`src/rtl/axi_dma_bitrate_sniffer.sv`:
```
// Passive AXI-Stream throughput tap: always-ready sink that counts accepted beats
// over fixed windows and publishes the saturated bit total at each window end.
module axi_dma_bitrate_sniffer #(
  parameter int DATA_WIDTH    = 256,
  parameter int COUNTER_WIDTH = 32,
  parameter int WINDOW_CYCLES = 200
) (
  input  logic                     clk,
  input  logic                     reset,
  input  logic [DATA_WIDTH-1:0]    data,
  input  logic                     valid,
  output logic                     ready,
  output logic [COUNTER_WIDTH-1:0] bitrate_output
);

  localparam int WIN_W = (WINDOW_CYCLES > 2) ? $clog2(WINDOW_CYCLES) : 1;
  localparam logic [WIN_W-1:0] WIN_LAST = WIN_W'(WINDOW_CYCLES - 1);
  localparam logic [COUNTER_WIDTH:0] SAT_MAX = {1'b0, {COUNTER_WIDTH{1'b1}}};
  // A bus wider than the counter range is credited as a full-scale beat.
  localparam logic [COUNTER_WIDTH:0] BEAT_BITS =
    ($clog2(DATA_WIDTH + 1) > COUNTER_WIDTH) ? SAT_MAX : (COUNTER_WIDTH + 1)'(DATA_WIDTH);

  function automatic logic [COUNTER_WIDTH-1:0] sat_add(
    input logic [COUNTER_WIDTH-1:0] a,
    input logic [COUNTER_WIDTH:0]   b
  );
    logic [COUNTER_WIDTH+1:0] s;
    s = {2'b00, a} + {1'b0, b};
    if (s > {1'b0, SAT_MAX}) return SAT_MAX[COUNTER_WIDTH-1:0];
    return s[COUNTER_WIDTH-1:0];
  endfunction

  logic                     r_ready;
  logic [WIN_W-1:0]         r_win_cnt;
  logic [COUNTER_WIDTH-1:0] r_acc;
  logic [COUNTER_WIDTH-1:0] r_bitrate;

  logic                     w_beat;
  logic                     w_win_last;
  logic [COUNTER_WIDTH-1:0] w_acc_next;
  logic                     w_unused_data;

  assign w_unused_data = ^data;
  assign w_beat        = valid & r_ready;
  assign w_win_last    = (r_win_cnt == WIN_LAST);
  assign w_acc_next    = sat_add(r_acc, w_beat ? BEAT_BITS : '0);

  always_ff @(posedge clk) begin
    if (reset) begin
      r_ready   <= 1'b0;
      r_win_cnt <= '0;
      r_acc     <= '0;
      r_bitrate <= '0;
    end else begin
      r_ready <= 1'b1;
      // The closing cycle's own beat belongs to the window being published.
      if (w_win_last) begin
        r_bitrate <= w_acc_next;
        r_acc     <= '0;
        r_win_cnt <= '0;
      end else begin
        r_acc     <= w_acc_next;
        r_win_cnt <= r_win_cnt + 1'b1;
      end
    end
  end

  assign ready          = r_ready;
  assign bitrate_output = r_bitrate;

endmodule

```
`config.mk`:
```
export PLATFORM = sky130hd
export DESIGN_NAME = axi_dma_bitrate_sniffer
export DESIGN_NICKNAME = d
export VERILOG_FILES = /design/src/rtl/axi_dma_bitrate_sniffer.sv
export SDC_FILE = /design/constraint.sdc
export NUM_CORES = 1
export LEC_CHECK = 0
export BUFFER_PORTS_ARGS = -buffer_cell sky130_fd_sc_hd__buf_2
export CORE_AREA = 2 2 112 114
export DETAILED_ROUTE_END_ITERATION = 8
export DIE_AREA = 0 0 114 116
export HOLD_SLACK_MARGIN = 0.05
export PLACE_DENSITY = 0.59
export SETUP_SLACK_MARGIN = 0.5
export SYNTH_ARGS = -nofsm -noshare
export SYNTH_HDL_FRONTEND = slang
export SYNTH_SLANG_ARGS = --single-unit
export TNS_END_PERCENT = 10
```
`constraint.sdc`:
```
create_clock -name clk -period 4.3 [get_ports clk]
set_input_delay 0.215 -clock clk [delete_from_list [all_inputs] [get_ports clk]]
set_output_delay 0.215 -clock clk [all_outputs]
set_load 0.02 [all_outputs]
```
# ---- Word level (Yosys, flattened, before mapping)
# Index checks and enable logic that the tools add are counted.
dict set report word_totals {
  regBits 73
  latch_bits 0
  ram_bits 0
  mem_bits_ro 0
  wordCells 15
  mem_count 0
}
dict set report op_classes {
  add_sub_neg 2
  mul 0
  div_mod_pow 0
  order_cmp 1
  eq_ne 1
  shift 0
  muxes 5
  bitwise_logic 1
  reduce_logical 1
}
# cell count
set ops {}
lappend ops {{2-to-1 mux 32 bit} 2}
lappend ops {{adder 32 x 9 -> 33 bit} 1}
lappend ops {{> comparator 33 x 32 -> 1 bit, second input constant} 1}
lappend ops {{2-to-1 mux 9 bit} 1}
lappend ops {{adder 8 x 1 -> 8 bit, second input constant} 1}
lappend ops {{== test 8 bit, second input constant} 1}
lappend ops {{2-to-1 mux 1 bit} 2}
lappend ops {{OR reduction 2 bit} 1}
lappend ops {{bitwise AND 1 bit} 1}

# ---- Logic depth before layout (Yosys ltp)
dict set report depth {
  depth_word 6
  mapped_depth 10
  depth_no_buf 8
}

# ---- Worst setup path before layout
# Ideal clock, no wire load.
dict set report synth_timing {
  kind {reg-to-reg}
  startpoint {register r_ready (netlist: ready)}
  endpoint {register r_bitrate[30] (netlist: bitrate_output[30])}
  setup_time_ns 0.133
  arrival_time_ns 2.299
  setup_slack_ns 1.869
  stages_incl_launch_ff 10
  synth_period_minus_slack_ns 2.431
  path_cell_list {dfxtp_1 > and2_1 > ha_1 > ha_1 > nand2_1 > or4_1 > buf_2 > or3_1 > a211oi_1 > a21oi_1}
}
dict set report synth_via {
  elab_chain_len 6
}
# item line_no
set synth_lines {}
lappend synth_lines {{from (decl)} 33} ;# logic r_ready;
lappend synth_lines {{from (signal assigned)} 50} ;# r_ready <= 1'b0;
lappend synth_lines {{from (signal assigned)} 55} ;# r_ready <= 1'b1;
lappend synth_lines {{bitwise AND 1 bit *} 44} ;# assign w_beat = valid & r_ready;
lappend synth_lines {{2-to-1 mux 9 bit *} 46} ;# assign w_acc_next = sat_add(r_acc, w_beat ? BEAT_BITS : '0);
lappend synth_lines {{adder 32 x 9 -> 33 bit *} 28} ;# s = {2'b00, a} + {1'b0, b};
lappend synth_lines {{> comparator 33 x 32 -> 1 bit} 29} ;# if (s > {1'b0, SAT_MAX}) return SAT_MAX[COUNTER_WIDTH-1:0];
lappend synth_lines {{2-to-1 mux 1 bit} 29}
lappend synth_lines {{2-to-1 mux 32 bit *} 30} ;# return s[COUNTER_WIDTH-1:0];
lappend synth_lines {{to (signal assigned)} 58} ;# r_bitrate <= w_acc_next;
lappend synth_lines {{to (decl)} 36} ;# logic [COUNTER_WIDTH-1:0] r_bitrate;
# Every way passes the cells marked *; elsewhere a longest branch is shown, timed or not.
# A chain may end at the register's enable or synchronous reset.

# ---- Final worst setup path
dict set report layout_timing {
  startpoint {register r_ready (netlist: ready)}
  endpoint {register r_bitrate[9] (netlist: bitrate_output[9])}
}
# Same word-level chain as after synthesis.

==> impl_metrics.py <==
metrics = {
    "sta": {
        "setup_viol_count_final": 0,
        "setup_ws_ps": 1460,
        "tightest_slew_ps": 935,
        "slew_viol_final": 0,
        "rsz0062_at_grt": "no",
        "period_share_pct": 66.1,
        "skew_ps": 6.20,
        "fin_tns_setup_ps": 0,
        "min_period_ps": 2840,
        "fmax_achieved_ghz": 0.352,
        "hold_fails_final_rpt": 0,
        "max-slew-margin-rel_pct": 37.7,
    },
    "setup_path": {
        "worst_ep_required_time_ps": 4550,
        "crit_arrival_ps": 3090,
        "crit-reg2reg-launch": "ready$_DFF_P_",
        "critical_path.cell_chain": "and2_1, ha_1, ha_1, nand2_1, nor4_1, and3_1, nor2_1, a211oi_1",
        "worst_path_largest_cell_delay_ps": 860,
        "critPathKind": "reg -> reg",
        "regToRegEndpoint": "bitrate_output[9]$_SDFFE_PP0P_",
        "maximum_net_fanout_on_the_critical_path": 25,
        "worst_path_max_delay_cell": "and3_1",
        "setup.worst_path.end_class": "flip-flop",
        "r2r_slack_ps": 1460,
        "crit_path_frequent_cell": "ha_1",
        "type_of_element_launching_the_critical_path": "flip-flop",
        "depth_of_the_most_critical_reg_to_reg_path": 8,
    },
    "synth": {
        "yosys_warnings": 0,
        "post_synth_inst_count": 320,
        "netlist_top_cells_count": "nor2_1 (83), dfxtp_1 (73), a211oi_1 (22), xor2_1 (14)",
        "synth_fp_nets": 583,
        "ys.flop_type": "dfxtp_1",
        "netlist-cell-type-count": 33,
        "post_synth_main_area_contributors": "dfxtp_1 (52%), nor2_1 (11%), a211oi_1 (5.9%)",
        "edff_count_synth": 0,
        "synth_seq_cells": 73,
        "postSynth.asyncResetShare_pct": 0,
        "synth_area_leader_cell": "dfxtp_1",
        "syn_area_per_cell_um2": 8.79,
        "synth_sequential_area_ratio_pct": 52.0,
        "synthMostInstantiatedCell": "nor2_1",
        "post-synth-top-area-fraction_pct": 52.0,
        "cell_area_synth_um2": 2810,
    },
    "global_route": {
        "largest_net_degree_at_the_start_of_global_routing": 61,
        "grt.overflow.total": 0,
        "grt_first_pass_wirelength_mm": 9.95,
        "vias_in_the_first_global_route": 2061,
        "all_layer_global_routing_usage_pct": 9.78,
        "number_of_antenna_violations_at_the_first_check_in_global_routing": 0,
    },
    "placed_design": {
        "port_buffers": 35,
        "place.gp.congestion": 0.730,
        "place_hpwl_mm": 4.06,
        "place.detailed.instances": 483,
        "dp_slack_ps": 1430,
    },
    "drt": {
        "num_vias": 2196,
        "wire_per_inst_um": 11.9,
        "post-route-drc-count": 0,
        "post_route_ant_nets": 0,
        "drtIter0Drc": 89,
        "wl_met3_um": 225,
        "drt_first_pass_iters": 4,
        "via_per_inst": 4.40,
        "m1WireLength_mm": 2.95,
        "wirelength_mm": 5.93,
        "top_layer": "met4",
        "route.met2.wl_mm": 2.64,
    },
    "floorplan": {
        "initial_core_util_pct": 23.6,
        "die-height_um": 116,
        "pin_count": 292,
        "core_region_area_um2": 11900,
        "fp.dieW_um": 114,
        "rows": 40,
        "dieArea_um2": 13200,
    },
    "clock_network": {
        "clock_latency_on_the_worst_skew_pair_ps": 330,
        "cts.sink_count": 73,
        "postCtsResizedCells": 0,
        "cts-buffers-inserted": 9,
        "clk_pin_slew_worst_paths_ps": 60,
        "cts_hold_buffers": 0,
        "htree_levels": 3,
        "cts_root_buffer": "clkbuf_16",
        "clock_tree.buffer_depth": 2,
        "tritoncts_clock_tree": "done",
        "number_of_setup_buffers_added_after_cts": 0,
    },
    "run": {
        "cap_violations": 0,
    },
    "final_layout": {
        "net_count_reported_at_finish": 610,
        "antenna_cells": 0,
        "area.growth.synth_to_final_pct": 22.6,
        "n_fill_cell": 1259,
        "finish.cell_count_without_fillers": 499,
        "final_layout_size_suffix_gt1_share_pct": 15.6,
    },
    "outcome": {
        "outcome": "finished clean",
    },
    "power_and_ir_drop": {
        "p_leak_nw": 1.33,
        "pwr_density_cell_nw_per_um2": 451,
        "ir_drop_uv": 206,
    },
    "hold_path": {
        "min-delay-start": "reset",
        "worst_hold_path_type": "in -> reg",
        "hold-path-endpoint": "r_win_cnt[2]$_SDFF_PP0_",
        "min_path_cells": 2,
    },
}
how the worst max path moves through the flow:
stage                        startpoint                         endpoint  slack, ps  cells past startpoint
after global routing      ready$_DFF_P_   bitrate_output[9]$_SDFFE_PP0P_       1050                      8
final                     ready$_DFF_P_   bitrate_output[9]$_SDFFE_PP0P_       1460                      8
after detailed placement  ready$_DFF_P_  bitrate_output[21]$_SDFFE_PP0P_       1430                      8
after global placement    ready$_DFF_P_  bitrate_output[21]$_SDFFE_PP0P_       1460                      8
after CTS                 ready$_DFF_P_  bitrate_output[22]$_SDFFE_PP0P_       1400                      8
after floorplan           ready$_DFF_P_  bitrate_output[30]$_SDFFE_PP0P_       1870                      9
layout by cell type, fill, tap and decap left out, types with 4 or more instances in the layout:
cell and count:
nand3_1 13, inv_1 4, dfxtp_1 73, xor2_1 14, clkbuf_16 9, xnor2_1 8, nor4_1 8, nor3_1 5
nor2_1 83, a211oi_1 22, ha_1 4, o21ai_0 8, a21oi_1 12, buf_2 35, and3_1 6, and2_1 4
nand2_1 11
worst max-delay path, delay by kind of cell, from the launching register on:
family                   cells  cell delay (ps)
AO/OA/AOI/OAI                1              260
adder cells (fa/ha/maj)      2              370
flip-flops                   1              320
AND/OR/NAND/NOR              5             1800
layout make-up:
| class | count | area [µm²] | area share, % |
|---|---|---|---|
| repair buffers | 36 | 183 | 5.30 |
| inverters | 4 | 15.0 | 0.436 |
| clock buffers | 11 | 243 | 7.04 |
| multi-input cells | 223 | 1260 | 36.5 |
| flip-flops and latches | 73 | 1460 | 42.4 |
| well taps | 147 | 184 | 5.34 |
| clock inverters | 5 | 103 | 2.98 |
registers in the layout (all words and copies together), names as in the netlist:
signal	count
bitrate_output	32
r_acc	32
r_win_cnt	8
ready	1
logic make-up (layout without fill, tap and decap cells):
group / count (synthesis) / in the layout / synth area share [%]
AOI/OAI and AO/OA: 51 / 51 / 11.7
xor gates and xnor gates: 22 / 22 / 6.85
adders and majority gates: 4 / 4 / 1.78
buffers and inverters: 24 / 56 / 3.51
DFF: 73 / 73 / 52.0
and+or+nand+nor: 146 / 146 / 24.2
routing by layer:
metal | vias to the layer above | global-route usage (%)
li1 | 1161 | -
met1 | 992 | 12.4
met2 | 33 | 14.7
met3 | 10 | 3.82
met4 | 0 | 4.39
met5 | - | 0
power breakdown:
part | total [mW] | internal, mW | switching [mW] | leakage, nW
Sequential | 0.684 | 0.681 | 0.00270 | 0.589
Clock | 0.849 | 0.581 | 0.268 | 0.166
Combinational | 0.0228 | 0.00588 | 0.0169 | 0.574
Total | 1.56 | 1.27 | 0.288 | 1.33
metrics by stage:
stage	utilization, %	cell area, µm²	hold WS [ps]	total power [mW]
final	28.9	3450	345	1.56
after global routing	28.9	3450	380	1.61
after CTS	28.9	3450	341	1.58
after detailed placement	26.0	3100	431	0.721
after global placement	26.0	3100	424	0.721
after floorplan	-	2810	413	0.715
No activity file was read; power rests on OpenSTA's default activity.
